--- src/rtl/vga_scanout.sv ---
// VGA timing generator with byte-wide framebuffer fetcher, prefetch FIFO and
// MSB-first pixel unpacker; one clock domain, timing paced by pix_ce.
module vga_scanout #(
    parameter int          HLEN       = 640,
    parameter int          HFP        = 16,
    parameter int          HPULSE     = 96,
    parameter int          HBP        = 48,
    parameter int          VLEN       = 480,
    parameter int          VFP        = 10,
    parameter int          VPULSE     = 2,
    parameter int          VBP        = 33,
    parameter int          BPP        = 4,
    parameter int          FIFO_DEPTH = 16,
    parameter int          ADDR_W     = 20,
    parameter int unsigned BASE       = 0
) (
    input  logic              clk,
    input  logic              rst,
    input  logic              pix_ce,
    output logic              vmem_req,
    output logic [ADDR_W-1:0] vmem_addr,
    input  logic              vmem_ack,
    input  logic [7:0]        vmem_data,
    output logic              hsync,
    output logic              vsync,
    output logic              dataenable,
    output logic [BPP-1:0]    pixel,
    output logic              frame_start,
    output logic              underflow
);
    localparam int HTOT        = HLEN + HFP + HPULSE + HBP;
    localparam int VTOT        = VLEN + VFP + VPULSE + VBP;
    localparam int FRAME_BYTES = HLEN * VLEN * BPP / 8;
    localparam int PPB         = 8 / BPP;
    localparam int HW          = $clog2(HTOT + 1);
    localparam int VW          = $clog2(VTOT + 1);
    localparam int AW          = $clog2(FIFO_DEPTH);
    localparam int CW          = AW + 1;

    localparam logic [HW-1:0]     H_VIS     = HW'(HLEN);
    localparam logic [HW-1:0]     H_SS      = HW'(HLEN + HFP);
    localparam logic [HW-1:0]     H_SE      = HW'(HLEN + HFP + HPULSE);
    localparam logic [HW-1:0]     H_LAST    = HW'(HTOT - 1);
    localparam logic [VW-1:0]     V_VIS     = VW'(VLEN);
    localparam logic [VW-1:0]     V_SS      = VW'(VLEN + VFP);
    localparam logic [VW-1:0]     V_SE      = VW'(VLEN + VFP + VPULSE);
    localparam logic [VW-1:0]     V_LAST    = VW'(VTOT - 1);
    localparam logic [CW-1:0]     F_FULL    = CW'(FIFO_DEPTH);
    localparam logic [CW-1:0]     F_HALF    = CW'(FIFO_DEPTH / 2);
    localparam logic [ADDR_W-1:0] A_BASE    = ADDR_W'(BASE);
    localparam logic [ADDR_W-1:0] A_LAST    = ADDR_W'(BASE + FRAME_BYTES - 1);
    localparam logic [3:0]        LEFT_INIT = 4'(PPB - 1);

    typedef enum logic {FILL, RUN} state_t;

    state_t          state;
    logic [HW-1:0]   hcnt;
    logic [VW-1:0]   vcnt;
    logic [7:0]      fifo_mem [FIFO_DEPTH];
    logic [AW-1:0]   wr_ptr, rd_ptr;
    logic [CW-1:0]   fifo_cnt;
    logic [7:0]      fifo_head;
    logic [7:0]      shreg;
    logic [3:0]      pix_left;

    logic ack_ok, fifo_empty, run_ce, visible;
    logic need_pop, do_pop, starve, fs_evt, resync, do_wr;

    always_comb begin
        fifo_head  = fifo_mem[rd_ptr];
        ack_ok     = vmem_req && vmem_ack;
        fifo_empty = (fifo_cnt == '0);
        run_ce     = (state == RUN) && pix_ce;
        visible    = (hcnt < H_VIS) && (vcnt < V_VIS);
        need_pop   = run_ce && visible && (pix_left == '0);
        do_pop     = need_pop && !fifo_empty;
        starve     = need_pop && fifo_empty;
        fs_evt     = run_ce && (hcnt == '0) && (vcnt == '0);
        resync     = run_ce && underflow && (vcnt == V_VIS) && (hcnt == '0);
        do_wr      = ack_ok && !resync && !rst;
    end

    // Fetcher: a request stays up until acked; a resync abandons it and restarts at BASE.
    always_ff @(posedge clk) begin
        if (rst) begin
            vmem_req  <= 1'b0;
            vmem_addr <= A_BASE;
        end else if (resync) begin
            vmem_req  <= 1'b0;
            vmem_addr <= A_BASE;
        end else if (ack_ok) begin
            vmem_req  <= 1'b0;
            vmem_addr <= (vmem_addr == A_LAST) ? A_BASE : vmem_addr + ADDR_W'(1);
        end else if (!vmem_req && (fifo_cnt < F_FULL)) begin
            vmem_req  <= 1'b1;
        end
    end

    always_ff @(posedge clk) begin
        if (do_wr) fifo_mem[wr_ptr] <= vmem_data;
    end

    always_ff @(posedge clk) begin
        if (rst || resync) begin
            wr_ptr   <= '0;
            rd_ptr   <= '0;
            fifo_cnt <= '0;
        end else begin
            if (do_wr)  wr_ptr <= wr_ptr + AW'(1);
            if (do_pop) rd_ptr <= rd_ptr + AW'(1);
            if (do_wr && !do_pop)      fifo_cnt <= fifo_cnt + CW'(1);
            else if (!do_wr && do_pop) fifo_cnt <= fifo_cnt - CW'(1);
        end
    end

    always_ff @(posedge clk) begin
        if (rst) begin
            state <= FILL;
            hcnt  <= '0;
            vcnt  <= '0;
        end else begin
            case (state)
                FILL: if (fifo_cnt >= F_HALF) state <= RUN;
                RUN: if (pix_ce) begin
                    if (hcnt == H_LAST) begin
                        hcnt <= '0;
                        vcnt <= (vcnt == V_LAST) ? '0 : vcnt + VW'(1);
                    end else begin
                        hcnt <= hcnt + HW'(1);
                    end
                end
                default: state <= FILL;
            endcase
        end
    end

    // Unpacker: the first pixel of a byte comes straight from the FIFO head so there is no bubble.
    always_ff @(posedge clk) begin
        if (rst || resync) begin
            shreg    <= '0;
            pix_left <= '0;
        end else if (do_pop) begin
            shreg    <= fifo_head << BPP;
            pix_left <= LEFT_INIT;
        end else if (run_ce && visible && (pix_left != '0)) begin
            shreg    <= shreg << BPP;
            pix_left <= pix_left - 4'd1;
        end
    end

    always_ff @(posedge clk) begin
        if (rst) begin
            pixel       <= '0;
            dataenable  <= 1'b0;
            hsync       <= 1'b1;
            vsync       <= 1'b1;
            frame_start <= 1'b0;
            underflow   <= 1'b0;
        end else begin
            frame_start <= fs_evt;
            if (fs_evt)      underflow <= starve;
            else if (starve) underflow <= 1'b1;
            if (run_ce) begin
                dataenable <= visible;
                hsync      <= !((hcnt >= H_SS) && (hcnt < H_SE));
                vsync      <= !((vcnt >= V_SS) && (vcnt < V_SE));
                if (!visible || starve)  pixel <= '0;
                else if (pix_left == '0) pixel <= fifo_head[7 -: BPP];
                else                     pixel <= shreg[7 -: BPP];
            end
        end
    end
endmodule

--- config.mk ---
export PLATFORM = sky130hd
export DESIGN_NAME = vga_scanout
export DESIGN_NICKNAME = d
export VERILOG_FILES = /design/src/rtl/vga_scanout.sv
export SDC_FILE = /design/constraint.sdc
export NUM_CORES = 1
export LEC_CHECK = 0
export BUFFER_PORTS_ARGS = -buffer_cell sky130_fd_sc_hd__buf_2
export CAP_MARGIN = 0
export CORE_ASPECT_RATIO = 1.2
export CORE_UTILIZATION = 35
export CTS_CLUSTER_DIAMETER = 80
export DETAILED_ROUTE_END_ITERATION = 10
export GPL_ROUTABILITY_DRIVEN = 1
export SLEW_MARGIN = 5
export SYNTH_ARGS = -nofsm -noshare
export SYNTH_HDL_FRONTEND = slang
export SYNTH_SLANG_ARGS = --single-unit
--- constraint.sdc ---
create_clock -name clk -period 9.5 [get_ports clk]
set_input_delay 0.95 -clock clk [delete_from_list [all_inputs] [get_ports clk]]
set_output_delay 0.95 -clock clk [all_outputs]
set_load 0.01 [all_outputs]
Word level (Yosys, flattened, before mapping):

Memories as Yosys holds them, arrays and structs flattened. A register that Yosys moved wholly into a read port is not among the register bits.
Index checks and enable logic that the tools add are counted.

* register bits after elaboration: 72
* bits in writable memories: 128
* input port bits: 12
* output and inout bits: 30
* word-level logic and storage cells: 101
* memories kept: 1

* $add $sub $neg: 8
* order comparisons: 8
* equal/unequal tests: 4
* multiplexer cells: 19
* reductions and logical operators: 44

Memories
* fifo_mem: depth 16, bits a word 8, rd ports 1, clocked after Yosys merged registers in 1, write ports 1, RTL line 59 `logic [7:0] fifo_mem [FIFO_DEPTH];`

Operators by type and width (count)
* $add A10 B1 Y10 const B: 2
* $add A20 B1 Y20 const B: 1
* $eq A10 B10 Y1 const B: 2
* $eq A20 B18 Y1 const B: 1
* $logic_and A1 B1 Y1: 20
* $logic_not A10 Y1: 2
* $lt A10 B10 Y1 const B: 2
* $lt A10 B9 Y1 const B: 2
* $mux W10: 2
* $mux W20: 1
* $mux W4: 4
* $mux W8: 2
* $eq A10 B9 Y1 const B: 1
* $ge A10 B10 Y1 const B: 1
* $ge A10 B9 Y1 const B: 1
* $mux W5: 2
* $logic_not A1 Y1: 9
* $add A4 B1 Y4 const B: 2
* $mux W1: 8
* $reduce_bool A2 Y1: 3
* $add A5 B1 Y5 const B: 1
* $ge A5 B4 Y1 const B: 1
* $logic_not A5 Y1: 1
* $lt A5 B5 Y1 const B: 1
* other kinds (9): 11

Depth between registers and ports, before layout:

Gate-level depths: netlist of the first run.

* depth in word-level cells: 11
* mapped depth: 16
* mapped depth without buffers: 14

Worst setup path before layout of the first run:

OpenSTA, ideal clock, no wires.

* kind: input to register
* start point: input pix_ce
* end point: register fifo_cnt[4]
* library setup time: 0.070 ns
* arrival: 3.336 ns
* required time: 9.430 ns
* setup slack: 6.095 ns
* cell stages on the path: 14
* buffers on the path: 2
* cell sequence: and4bb_1 > and4_1 > a21o_1 > buf_2 > buf_2 > nor2_1 > ha_1 > inv_1 > fa_1 > a21o_1 > a21oi_1 > xnor2_1 > or3_1 > a21oi_1

* longest elaborated chain between the ends: 10
* elaborated cells on any way between the ends: 17
* those cells by class: 1 x mux; 16 x reduce/logical

RTL lines
* start, declared: RTL line 19 `input logic pix_ce,`
* $logic_and A1 B1 Y1 *: RTL line 73 `run_ce = (state == RUN) && pix_ce;`
* $logic_and A1 B1 Y1 * (3 in series): RTL line 79 `resync = run_ce && underflow && (vcnt == V_VIS) && (hcnt == '0);`
* $logic_not A1 Y1 *: RTL line 80 `do_wr = ack_ok && !resync && !rst;`
* $logic_and A1 B1 Y1 * (2 in series): RTL line 80
* via do_wr: RTL line 67 `logic need_pop, do_pop, starve, fs_evt, resync, do_wr;`
* $logic_not A1 Y1: RTL line 112 `else if (!do_wr && do_pop) fifo_cnt <= fifo_cnt - CW'(1);`
* $logic_and A1 B1 Y1: RTL line 112
* $reduce_bool A2 Y1 (no line)
* end signal, assigned: RTL line 111 `if (do_wr && !do_pop) fifo_cnt <= fifo_cnt + CW'(1);`
* end signal, assigned: RTL line 112
* end, declared: RTL line 61 `logic [CW-1:0] fifo_cnt;`

The timed path passes the listed nets; every way through them passes the cells marked *.
A chain may end at the register's enable or synchronous reset.

Worst setup path after layout of the first run:

* start point: input pix_ce
* end point: register fifo_cnt[4]

* longest elaborated chain between the ends: 10
* elaborated cells on any way between the ends: 17
* those cells by class: 1 x mux; 16 x reduce/logical

RTL lines (RTL line)
* $logic_and A1 B1 Y1 *: 73
* $logic_and A1 B1 Y1 (3 in series): 79
* $logic_not A1 Y1: 80
* $logic_and A1 B1 Y1 (2 in series): 80
* $logic_not A1 Y1: 112
* $logic_and A1 B1 Y1: 112
* $reduce_bool A2 Y1 (no line)

Mark *: on every way between the ends. The rest lies on a longest branch, timed or not.

==> results of run 1 <==
## per-stage QoR
step | power [mW] | worst slack, ps | utilization, % | hold slack [ps]
6_report | 1.89 | 6150 | 40.8 | 475
3_5_place_dp | 1.08 | 5610 | 37.8 | 467
3_3_place_gp | 1.07 | 5700 | 37.8 | 461
5_1_grt | 1.96 | 5840 | 40.8 | 507
4_1_cts | 1.91 | 6140 | 40.8 | 475
2_1_floorplan | 1.05 | 6090 | - | 444
## logic make-up after synthesis
logic type                 after synthesis  share of synthesized area, %
xor gates and xnor gates                46                          4.68
AOI/OAI and AO/OA                       51                          3.90
adders and majority gates               17                          2.56
and+or+nand+nor                        250                          13.9
DFF                                    204                          62.4
buffers and inverters                   38                          2.33
muxes                                   42                          10.3
## critical path, stage by stage
cell                       delay (ps)
sky130_fd_sc_hd__buf_2             90
sky130_fd_sc_hd__and2_1           360
sky130_fd_sc_hd__nand4b_1         340
sky130_fd_sc_hd__nor2_1           400
sky130_fd_sc_hd__inv_2            110
sky130_fd_sc_hd__ha_1             230
sky130_fd_sc_hd__inv_1            140
sky130_fd_sc_hd__ha_1             290
sky130_fd_sc_hd__a21o_1           190
sky130_fd_sc_hd__a21oi_1          160
sky130_fd_sc_hd__xnor2_1           90
sky130_fd_sc_hd__or3_1            310
sky130_fd_sc_hd__a21oi_1          140
## cells in the mapped netlist, types with 5 or more instances
master                       n
sky130_fd_sc_hd__xnor2_1    21
sky130_fd_sc_hd__dfxtp_1    76
sky130_fd_sc_hd__mux2i_1     6
sky130_fd_sc_hd__inv_1      13
sky130_fd_sc_hd__buf_2       5
sky130_fd_sc_hd__nor2_1     98
sky130_fd_sc_hd__nand3_1    29
sky130_fd_sc_hd__clkbuf_1   13
sky130_fd_sc_hd__nand2_1    48
sky130_fd_sc_hd__and3_1      7
sky130_fd_sc_hd__xor2_1     25
sky130_fd_sc_hd__mux4_1     13
sky130_fd_sc_hd__a21oi_1    21
sky130_fd_sc_hd__ha_1       16
sky130_fd_sc_hd__edfxtp_1  128
sky130_fd_sc_hd__mux4_2     20
sky130_fd_sc_hd__o21ai_0     8
sky130_fd_sc_hd__nor3_1     17
sky130_fd_sc_hd__nand4_1    13
## final cells by class
type	instances	area [um^2]	area share, %
multi-input combinational	406	3040	30.9
tap	320	400	4.08
clock inverter	13	91.3	0.930
inverter	14	52.6	0.535
clock buffer	29	639	6.51
timing repair buffer	45	235	2.39
sequential	204	5370	54.6
## where the power goes
group / switching (mW) / internal [mW]
logic: 0.0558 / 0.0400
clock network: 0.353 / 0.484
registers: 0.00956 / 0.950
total: 0.419 / 1.47
## flip-flops by register name, summed over array words and instances, names as in the netlist, 5 cells and up, named ones only
name,cells
fifo_mem,128
vmem_addr,20
hcnt,10
vcnt,10
fifo_cnt,5
## worst paths after layout
kind / start / depth (start not counted) / slack (ps) / end
worst max-delay path: pix_ce / 13 / 6150 / fifo_cnt[4]
worst min-delay path: dataenable / 2 / 470 / dataenable
worst max register to register: hcnt[0] / 15 / 6270 / fifo_cnt[4]
worst min register to register: dataenable / 2 / 470 / dataenable
## layer usage
layer / vias up / GRT usage (%)
met4: 0 / 3.77
met5: - / 0
met1: 2481 / 18.4
li1: 2492 / -
met2: 109 / 23.8
met3: 27 / 2.45
==> results.md, run 1 <==
- The async set-or-reset flop fraction in the synthesized netlist is 0%.
- IR analysis of the VDD net gives a maximum drop of 130 uV.
- Summed over all nets, wire length on met2 after detailed routing comes to 8470 um.
- In this run the clock root is driven by a sky130_fd_sc_hd__clkbuf_16.
- The number of synthesized register bits is 204.
- Yosys mapped the design onto 55 distinct sky130hd cell types.
- After synthesis, the cell types taking the most area are sky130_fd_sc_hd__edfxtp_1 (45%), sky130_fd_sc_hd__dfxtp_1 (18%), sky130_fd_sc_hd__mux4_2 (5.2%), sky130_fd_sc_hd__nor2_1 (4.3%), sky130_fd_sc_hd__mux4_1 (4.0%).
- The number of I/O port buffers is 41.
- No sink is reached through more buffers than the 3 on the longest clock path.
- CTS saw 204 sinks.
- Summed over all nets, the half-perimeter wirelength after detailed placement is 11600 um.
- The congestion estimate from routability-driven global placement came to 0.775.
- On the final layout, the worst clock skew is 8.55 ps.
- Counting the fill cells in the layout gives 2250.
- The number of antenna diodes in the final layout is 0.
- The arrival time at the worst endpoint is 3790 ps.
- The count of max-cap constraint violations is 0.
- The slew at the pin closest to its max-slew limit is 963 ps.
- The CTS tree is yes.
- The uppermost signal routing layer after detailed routing is met4.
- The net count of the finished layout is 723.
- The capturing element type of the critical path is a flip-flop.
- The die extent in y is 174 um.
- In the layout the commonest cells are sky130_fd_sc_hd__edfxtp_1 (128), sky130_fd_sc_hd__nor2_1 (98), sky130_fd_sc_hd__dfxtp_1 (75).
- The floorplan step set the die width to 145 um.
- The power density over cell area is 193 nW/um^2.
- The number of placed instances, taps included, is 989.
- For this design the static power due to leakage is 3.35 nW.
- Setup repair after global routing left no endpoint under its margin.
- The boundary pin count is 42.
- Synthesis handed over a netlist of 648 instances.
- The element type at the critical path start is an input port.
- The fraction of the cycle the final worst path needs is 35.2%.
- The most common cell after layout, fill and taps aside is sky130_fd_sc_hd__edfxtp_1.
- For this run the aggregate overflow at the end of global routing stands at 0.
- The via count of the first global-routing pass is 5104.
- The most frequently used flop master after synthesis is sky130_fd_sc_hd__edfxtp_1.
- The final routed wire length divided by cell count is around 17 um.
- The initial standard-cell utilization of the core is between 30% and 40%.
- The global-route wire length before repair is 27800 um.
- The number of max-slew violations in the final report is 0.
- The largest net degree at the start of global routing is 33.
- The worst slew margin relative to its limit is between 30% and 40%.
- In this run, post-CTS hold repair placed 0 buffers.
- The run finished with clean final reports.
- Buffers inserted during clock tree synthesis total 23.
- Global routing consumed, over all layers together, 14.0% of the routing resources.
- Using the TritonRoute via totals, the vias-per-cell ratio works out to 4.96.
- In this run the number of H-tree levels came out at 1.
- The cell row count is 62.
- In this run the biggest area consumer among cell types represents 44.7% of the synthesized area.
- The first TritonRoute pass finished after 4 iterations.
- At the worst endpoint, the required time is 9950 ps.
- The final number of hold-violating endpoints is 0.
- The count of cells in the finished layout, fillers not included, comes to 1031.
- In this run the cell area measured after placement is 9090 um^2.
- The sum of met3 wire segment lengths after detailed routing is 820 um.
- The floorplan step defined a core boundary enclosing 24000 um^2.
- The number of antenna violations at the first check in global routing is 0.
- The synthesis-to-layout area growth is 14.2%.
- Summed over all instances, the cell type with the most area after synthesis is sky130_fd_sc_hd__edfxtp_1.
- The first routing iteration left 307 violations.
- The aggregate negative setup slack is 0 ps.
- Clock-pin slew was measured on the worst setup and hold paths at 60 ps.
- By startpoint and endpoint, the worst setup path is classified as input port to flip-flop.
- The final critical delay including setup and external delays is 3350 ps.
- The fmax is 0.299 GHz.
- For this run, design rule violations remaining after detail routing come to 0.
- The total nets after synthesis is 677.
- The synthesized design contains approximately 130 enable-type register cells.
- The floorplan step defined a die boundary enclosing ~25000 um^2.
- The layout cell share with drive strength beyond 1 is about 16%.
- The number of synthesis warnings is 0.
- For this block, the via count after detailed routing is roughly 5000.
- The biggest fanout along the worst timing path is 11.
- Summing all non-filler instances in the final layout gives an area of 9820 um^2.
- A synthesized cell averages 13.3 um^2.
- The buffers inserted during post-CTS setup optimization is 0.
- The total routed wire length on the met1 layer is about 7700 um.
- The clock insertion delay at the later pin of the skew report is 510 ps.
- Summed over all layers, the routed wires come to ~17000 um.
- The count of nets left with antenna violations once routing finished came out at 0.
- The worst min-delay path category is flip-flop to flip-flop.
- Once the clock tree was built, the resizer swapped 0 gates to a different size.
- In this run the cell area of the synthesized design comes to 8600 um^2.
- The sequential area share after synthesis is around 62%.
- The final number of setup-violating endpoints is 0.
No activity file was read; power rests on OpenSTA's default activity.
==> run 2, diff against run 1 <==
ABC_AREA = 1   (was default)
clock period = 3 ns   (was 9.5 ns; I/O delays follow)
==> run 2 against run 1 <==
Against the previous run:
- final area is 4.6% higher
- critical path depth is 4 higher
- worst setup slack worse by 5800 ps
- critical endpoint unchanged
- total power increased to 3.2 times the previous value
- area after synthesis increased by 3.8%
- final cell count up 30%
- worst hold slack got worse by 280 ps
- global-route usage rose by 2.2 points
==> results.md, run 2 <==
- The aggregate negative setup slack is 0 ps (unchanged).
- The initial standard-cell utilization of the core is 35.9% (+0.090 points).
- The biggest area consumer among synthesized cells is sky130_fd_sc_hd__edfxtp_1.
- The largest net degree at the start of global routing is 65 (+97%).
- The total via count after detailed routing is 6545 (+28%).
- The number of DRC violations after detailed-routing iteration 0 is 442 (+44%).
- The half-perimeter wire length after detailed placement is 13200 um (+13%).
- The worst setup path is captured at a flip-flop.
- The deepest level of the CTS H-tree is 1 (unchanged).
- The most frequently used flop master after synthesis is sky130_fd_sc_hd__edfxtp_1.
- The cell row count came to 63 (+1.6%).
- The boundary pin count was 42 (unchanged).
- Traced cell by cell, the critical path runs through inv_1 -> ha_1 -> nand2_1 -> nor3_2 -> nand3_2 -> nand3_2 -> inv_2 -> ha_1 -> inv_2 -> ha_1 -> a21oi_1 -> nand2_1 -> a21oi_1 -> o21ai_0 -> a21oi_1 -> o21ai_0 -> inv_1.
- Leaving out fill and tap cells, the most frequent cells in the layout are sky130_fd_sc_hd__nand2_1 (251), sky130_fd_sc_hd__nand3_1 (143), sky130_fd_sc_hd__edfxtp_1 (128).
- The arrival time at the worst endpoint is 3080 ps (-710 ps).
- The overall track demand over capacity in global routing is 16.3% (+2.2 points).
- The final routed wire length divided by cell count is 15.3 um (-8.9%).
- The post-detailed-route DRC marker count is 0 (unchanged).
- The worst slew margin relative to its limit is 52.0% (+16 points).
- The number of antenna violations at the first check in global routing is 0 (unchanged).
- The final clock skew is 10.9 ps (+2.35 ps).
- The routed wire length is 20600 um (+19%).
- The power density over cell area is 583 nW/um^2 (+200%).
- The number of synthesized register bits came to 204 (unchanged).
- The clock insertion delay at the later pin of the skew report was 500 ps (about the same).
- The synthesis-to-layout area growth is 15.1%.
- The fmax is 0.380 GHz.
- The final number of setup-violating endpoints is 0 (unchanged).
- The number of diodes is 0 (unchanged).
- The placement-stage cell area was 9580 um^2 (+5.4%).
- The slew at the pin closest to its max-slew limit is 720 ps (-243 ps).
- The worst-case vdd ir drop came to 341 uV (+160%).
- Setup repair after global routing left no endpoint under its margin.
- The element type at the critical path start is a flip-flop.
- The overall overflow remaining after global route is 0 (unchanged).
- Of the available clock period, the critical path in the final layout requires slightly below 90%.
- Sorting the synthesized cells by how often they occur yields sky130_fd_sc_hd__nand2_1 (251), sky130_fd_sc_hd__nand3_1 (143), sky130_fd_sc_hd__edfxtp_1 (128).
- The biggest fanout along the worst timing path is 6 (-5).
- The clock sink count is 204 (unchanged).
- The async set-or-reset flop fraction in the synthesized netlist is 0% (unchanged).
- The distinct cell type count after synthesis is 44 (-20%).
- The non-filler instance count after layout came to 1343 (+30%).
- The number of I/O port buffers was 41 (unchanged).
- The total nets after synthesis is 974 (+44%).
- The final number of hold-violating endpoints is 0 (unchanged).
- The sequential area share after synthesis came to 60.1% (-2.3 points).
- The combined area of all synthesized cells was 8930 um^2 (+3.8%).
- The count of max-cap constraint violations came to 0 (unchanged).
- The via count of the first global-routing pass is 6422 (+26%).
- The average footprint of a synthesized cell is 9.45 um^2 (-29%).
- Yosys attributes the largest share of cell area to sky130_fd_sc_hd__edfxtp_1 (43%), sky130_fd_sc_hd__dfxtp_1 (17%), sky130_fd_sc_hd__nand2_1 (11%), sky130_fd_sc_hd__nand3_1 (8.0%), sky130_fd_sc_hd__nor2_1 (3.5%).
- The leakage power came to 3.88 nW (+16%).
- The global-route wire length before repair is 33400 um (+20%).
- The delay of the slowest cell on the worst path is 320 ps (-80 ps).
- The CTS tree is yes.
- The number of max-slew violations in the final report is 0 (unchanged).
- The flip-flop count of the largest register, all copies and words added is 128 (unchanged).
- The clock transition at the register clock pins on the worst setup and hold paths after CTS is 60 ps (about the same).
- The net count of the finished layout is 1032 (+43%).
- The die footprint is 26200 um^2 (+3.8%).
- The final RePlAce weighted congestion was 0.855 (+10%).
- The library cell used most frequently in the layout, excluding fill and tap cells, is sky130_fd_sc_hd__nand2_1.
- The largest registers in the layout are fifo_mem: 128 flops, vmem_addr: 20 flops.
- The number of nets with antenna violations after detailed routing is 0 (unchanged).
- Among all cell types in the netlist, the one instantiated most often is sky130_fd_sc_hd__nand2_1.
- The layout filler cell count is 2484 (+10%).
- The number of synthesis warnings is 0 (unchanged).
- The layout cell share with drive strength beyond 1 is 12.9% (-3.4 points).
- The worst setup path is of the flip-flop to flip-flop kind.
- The core outline area is 24900 um^2 (+3.6%).
- The number of detailed-routing iterations run before antenna repair was 5 (+1).
- The maximum clock path buffer count is 3 (unchanged).
- Ranked by flip-flop count, first place goes to fifo_mem.
- The final cell area excluding filler cells came to 10300 um^2 (+4.6%).
- The placed cell count was 1304 (+32%).
- The clock tree root driver cell is sky130_fd_sc_hd__clkbuf_16.
- The clock buffer count from CTS is 22 (-4.3%).
- The final critical delay including setup and external delays is around 2600 ps.
- The worst hold path belongs to the class input port to flip-flop.
- The die extent in y is 177 um (+1.9%).
- The synthesized instance count is 945 (+46%).
- The slowest stage cell on the critical path is sky130_fd_sc_hd__dfxtp_1.
- The horizontal extent of the die is 148 um (+1.9%).
- The worst path required time is 3450 ps (-6500 ps).
- The flow ran to the end, and the final reports show no timing, DRC or antenna violations.
- The share of Yosys cell area claimed by the top area cell type is 43.0% (-1.7 points).
- The average via count per standard cell is 4.87 (-1.7%).
- The number of flops mapped to enable cells by yosys was 128 (unchanged).
[run 2: metal layers]
metal	share of wire, %	track usage, %	up-vias	wire (um)
met5	0	0	-	0
met4	3.5	6.92	0	721
met3	5.0	2.24	41	1020
met2	48	27.5	150	9790
met1	44	20.8	3058	9070
li1	-	-	3296	-
[run 2: per-stage QoR]
step                      hold WS, ps  worst slack (ps)  power [mW]  utilization [%]
after floorplan                   399               592        3.35                -
after global placement            450               346        3.47             38.5
after detailed placement          454               298        3.48             38.5
after CTS                         184               295        6.06             41.3
after global routing              207              40.0        6.22             41.3
final                             191               368        5.99             41.3
[run 2: final timing paths]
path | from | end | slack [ps] | cells after the start
min | pix_ce | vsync | 190 | 5
min reg2reg | state | state | 460 | 2
max | hcnt[0] | fifo_cnt[4] | 370 | 17
max reg2reg | hcnt[0] | fifo_cnt[4] | 370 | 17
[run 2: cell families after synthesis]
kind of cell / synth area share (%)
AND/OR/NAND/NOR: 26.2
flip-flops: 60.1
buffers and inverters: 4.90
AO/OA/AOI/OAI: 4.05
XOR/XNOR: 2.35
adder cells (fa/ha/maj): 2.46
[run 2: where the power goes]
group | internal, mW | leakage, nW | total, mW | switching (mW)
logic | 0.116 | 1.77 | 0.368 | 0.253
clock network | 1.50 | 0.344 | 2.58 | 1.08
registers | 3.01 | 1.77 | 3.04 | 0.0270
total | 4.63 | 3.88 | 5.99 | 1.36
[run 2: cell type report]
type / count / area, um^2 / share of cell area [%]
flip-flops and latches: 204 / 5370 / 52.2
multi-input cells: 638 / 3130 / 30.5
clock buffers: 30 / 642 / 6.24
repair buffers: 67 / 413 / 4.02
well taps: 325 / 407 / 3.96
inverters: 70 / 268 / 2.60
clock inverters: 9 / 50.0 / 0.487
[run 2: worst max-delay path, delay by kind of cell (launching register included)]
kind	cells	cell delay (ps)
simple gates	5	700
compound gates	5	580
fa+ha+maj	3	620
buf+inv	4	360
flops	1	320
[run 2: repair_timing]
action | CTS | global route
buffers inserted | 0 | 0
setup endpoints to repair | 0 | 1
resized for setup | 0 | 3
hold buffers | 0 | 0
==> run 3, diff against run 2 <==
ABC_AREA = default   (was 1)
PLACE_DENSITY = 0.55   (was default)
==> run 3 against run 2 <==
Against the previous run:
- clock skew up 5.4 ps
- count of clock-buffer cells in the layout fell by 7
- largest cell class unchanged
- sequential power about the same
- worst setup slack lost 220 ps
- fmax fell by 7.6%
- final cell count down 21%
- critical path type unchanged
==> results.md, run 3 (synthesis gave the netlist of run 1 again) <==
- The flow ran to the end, and the final reports show no timing, DRC or antenna violations.
- The most common cell after layout, fill and taps aside is sky130_fd_sc_hd__edfxtp_1.
- The final hold slack came to 162 ps (-28.9 ps).
- The routed wire length is 19000 um (-7.6%).
- The number of DRC violations after detailed-routing iteration 0 is 290 (-34%).
- The capturing element type of the critical path is a flip-flop.
- The path type of the worst setup path is flip-flop to flip-flop.
- The arrival time at the worst endpoint is 3280 ps (+200 ps).
- The final number of hold-violating endpoints is 0 (unchanged).
- The register with the highest flop count is fifo_mem.
- The delay of the slowest cell on the worst path is 360 ps (+40 ps).
- The number of nets with antenna violations after detailed routing is 0 (unchanged).
- The final cell utilization of the core is 42.3% (+1.0 points).
- The fraction of the cycle the final worst path needs came to 94.9% (+7.2 points).
- The slowest stage of the critical path belongs to the cell sky130_fd_sc_hd__fa_2.
- The largest net degree at the start of global routing is 26 (-60%).
- STA classifies the critical path startpoint as a flip-flop.
- The number of diodes is 0 (unchanged).
- The biggest fanout along the worst timing path is 4 (-2).
- The total of hold buffers inserted after clock tree synthesis is 0 (unchanged).
- The power density over cell area is 612 nW/um^2 (+5.0%).
- The placement-stage cell area is 9330 um^2 (-2.7%).
- The via count of the first global-routing pass is 5428 (-15%).
- TritonCTS built the clock tree.
- The number of detailed-routing iterations run before antenna repair is 7 (+2).
- The worst path required time is 3430 ps (-20 ps).
- The final routed wire length divided by cell count came to 17.9 um (+17%).
- The top cell types in the final layout, fill and taps aside, are sky130_fd_sc_hd__edfxtp_1 (128), sky130_fd_sc_hd__nor2_1 (98), sky130_fd_sc_hd__dfxtp_1 (73).
- The leakage power is 3.54 nW (-8.7%).
- The final number of setup-violating endpoints came to 0 (unchanged).
- In the final layout, the registers with the most flip-flops are fifo_mem: 128 flops, vmem_addr: 20 flops.
- The horizontal extent of the die came to 145 um (-1.8%).
- The overall track demand over capacity in global routing is 15.5% (-0.79 points).
- The worst slew margin relative to its limit is 46.8% (-5.2 points).
- The final cell area excluding filler cells was 10200 um^2 (-1.1%).
- The overall overflow remaining after global route was 0 (unchanged).
- The combined area of the multi-input logic cells is 3080 um^2 (-1.6%).
- The half-perimeter wire length after detailed placement is 12900 um (-2.7%).
- The worst slack at placement came to 37.7 ps (-261 ps).
- The layout filler cell count is 2221 (-11%).
- Traced cell by cell, the critical path runs through inv_1 -> ha_1 -> nor4b_2 -> and4_2 -> a21o_1 -> nor2_1 -> ha_2 -> inv_2 -> fa_2 -> a21o_1 -> a21oi_2 -> xnor2_1 -> or3_1 -> a21oi_2.
- The kind of cell with the highest combined delay on the critical path is simple AND/OR/NAND/NOR gates.
- The number of I/O port buffers is 41 (unchanged).
- The cell row count is 62 (-1.6%).
- The total via count after detailed routing is 5352 (-18%).
- The boundary pin count came to 42 (unchanged).
- The final RePlAce weighted congestion is 0.821 (-4.0%).
- From synthesis to final layout, the design area changed by 18.1%.
- The initial standard-cell utilization of the core is 35.8% (-0.090 points).
- The die footprint is 25200 um^2 (-3.7%).
- The fmax is 0.351 GHz (-7.6%).
- The least setup slack across all paths after layout was 153 ps (-215 ps).
- The aggregate negative setup slack is 0 ps (unchanged).
- The clock insertion delay at the later pin of the skew report is 510 ps (about the same).
- The final critical delay including setup and external delays is 2850 ps (+215 ps).
- The sum of buffers and inverters on the critical path was 2 (-2).
- The post-detailed-route DRC marker count was 0 (unchanged).
- The number of antenna violations at the first check in global routing is 0 (unchanged).
- The final clock skew was 16.3 ps (+5.39 ps).
- The count of max-cap constraint violations is 0 (unchanged).
- The average via count per standard cell is 5.04 (+3.4%).
- The number of max-slew violations in the final report is 0 (unchanged).
- The placed cell count is 1020 (-22%).
- The clock transition at the register clock pins on the worst setup and hold paths after CTS is 60 ps (about the same).
- The area occupied by registers is 5370 um^2 (unchanged).
- The die extent in y is 174 um (-1.8%).
- The net count of the finished layout is 756 (-27%).
- The global-route wire length before repair came to 30300 um (-9.2%).
- The maximum clock path buffer count is 3 (unchanged).
- The slew at the pin closest to its max-slew limit came to 797 ps (+76.3 ps).
- The tree is rooted in a sky130_fd_sc_hd__clkbuf_16.
- The clock sink count is 204 (unchanged).
- The layout cell share with drive strength beyond 1 is 21.3% (+8.4 points).
- The total power of the final layout is 6.22 mW (+3.8%).
- The flip-flop count of the largest register, all copies and words added came to 128 (unchanged).
- The core outline area is 24000 um^2 (-3.5%).
- The worst min-delay path category is input port to flip-flop.
- The non-filler instance count after layout is 1062 (-21%).
- The worst-case vdd ir drop is 471 uV (+38%).
- The deepest level of the CTS H-tree is 1 (unchanged).
- The clock buffer count from CTS is 22 (unchanged).
==> run 3: cell count changes in the layout (fill, tap and decap cells not counted), sizes merged, moves of 13 or more <==
cell / delta
a21oi: -19
inv: -55
mux4: +33
nand2: -210
nand3: -118
xnor2: +13
==> run 3: final timing paths <==
kind | end | slack [ps] | cells past startpoint | from
max reg2reg | fifo_cnt[4] | 150 | 14 | hcnt[0]
min reg2reg | hcnt[1] | 480 | 2 | hcnt[1]
max | fifo_cnt[4] | 150 | 14 | hcnt[0]
min | fifo_mem[1][7] | 160 | 1 | vmem_data[7]
==> run 3: area by class of cell <==
cell class	instances	area share (%)
flip-flops and latches	204	52.8
multi-input cells	406	30.3
clock buffers	23	5.45
repair buffers	79	4.83
well taps	320	3.94
clock inverters	16	2.13
inverters	14	0.517
==> run 3: worst register-to-register path: stages, from the launching register on <==
cell                      delay (ps)
sky130_fd_sc_hd__dfxtp_2         340
sky130_fd_sc_hd__inv_1            40
sky130_fd_sc_hd__ha_1            200
sky130_fd_sc_hd__nor4b_2         160
sky130_fd_sc_hd__and4_2          200
sky130_fd_sc_hd__a21o_1          190
sky130_fd_sc_hd__nor2_1          100
sky130_fd_sc_hd__ha_2            210
sky130_fd_sc_hd__inv_2            80
sky130_fd_sc_hd__fa_2            370
sky130_fd_sc_hd__a21o_1          180
sky130_fd_sc_hd__a21oi_2         150
sky130_fd_sc_hd__xnor2_1          80
sky130_fd_sc_hd__or3_1           330
sky130_fd_sc_hd__a21oi_2         150
==> run 3: routing by layer <==
layer / track usage [%] / up-vias / part of all wire, %
met1: 18.8 / 2652 / 42
met4: 5.22 / 0 / 2.4
met2: 27.9 / 114 / 52
met3: 2.21 / 34 / 3.8
met5: 0 / - / 0
li1: - / 2552 / -
==> run 3: power breakdown <==
group | switching [mW] | leakage, nW | internal [mW] | total (mW)
registers | 0.0344 | 1.77 | 3.01 | 3.04
clock network | 1.07 | 0.372 | 1.77 | 2.84
logic | 0.183 | 1.40 | 0.147 | 0.331
==> run 3: repair_timing <==
item,CTS,global route
resized for setup,0,11
endpoints found under the setup margin,0,1
setup buffers,0,3
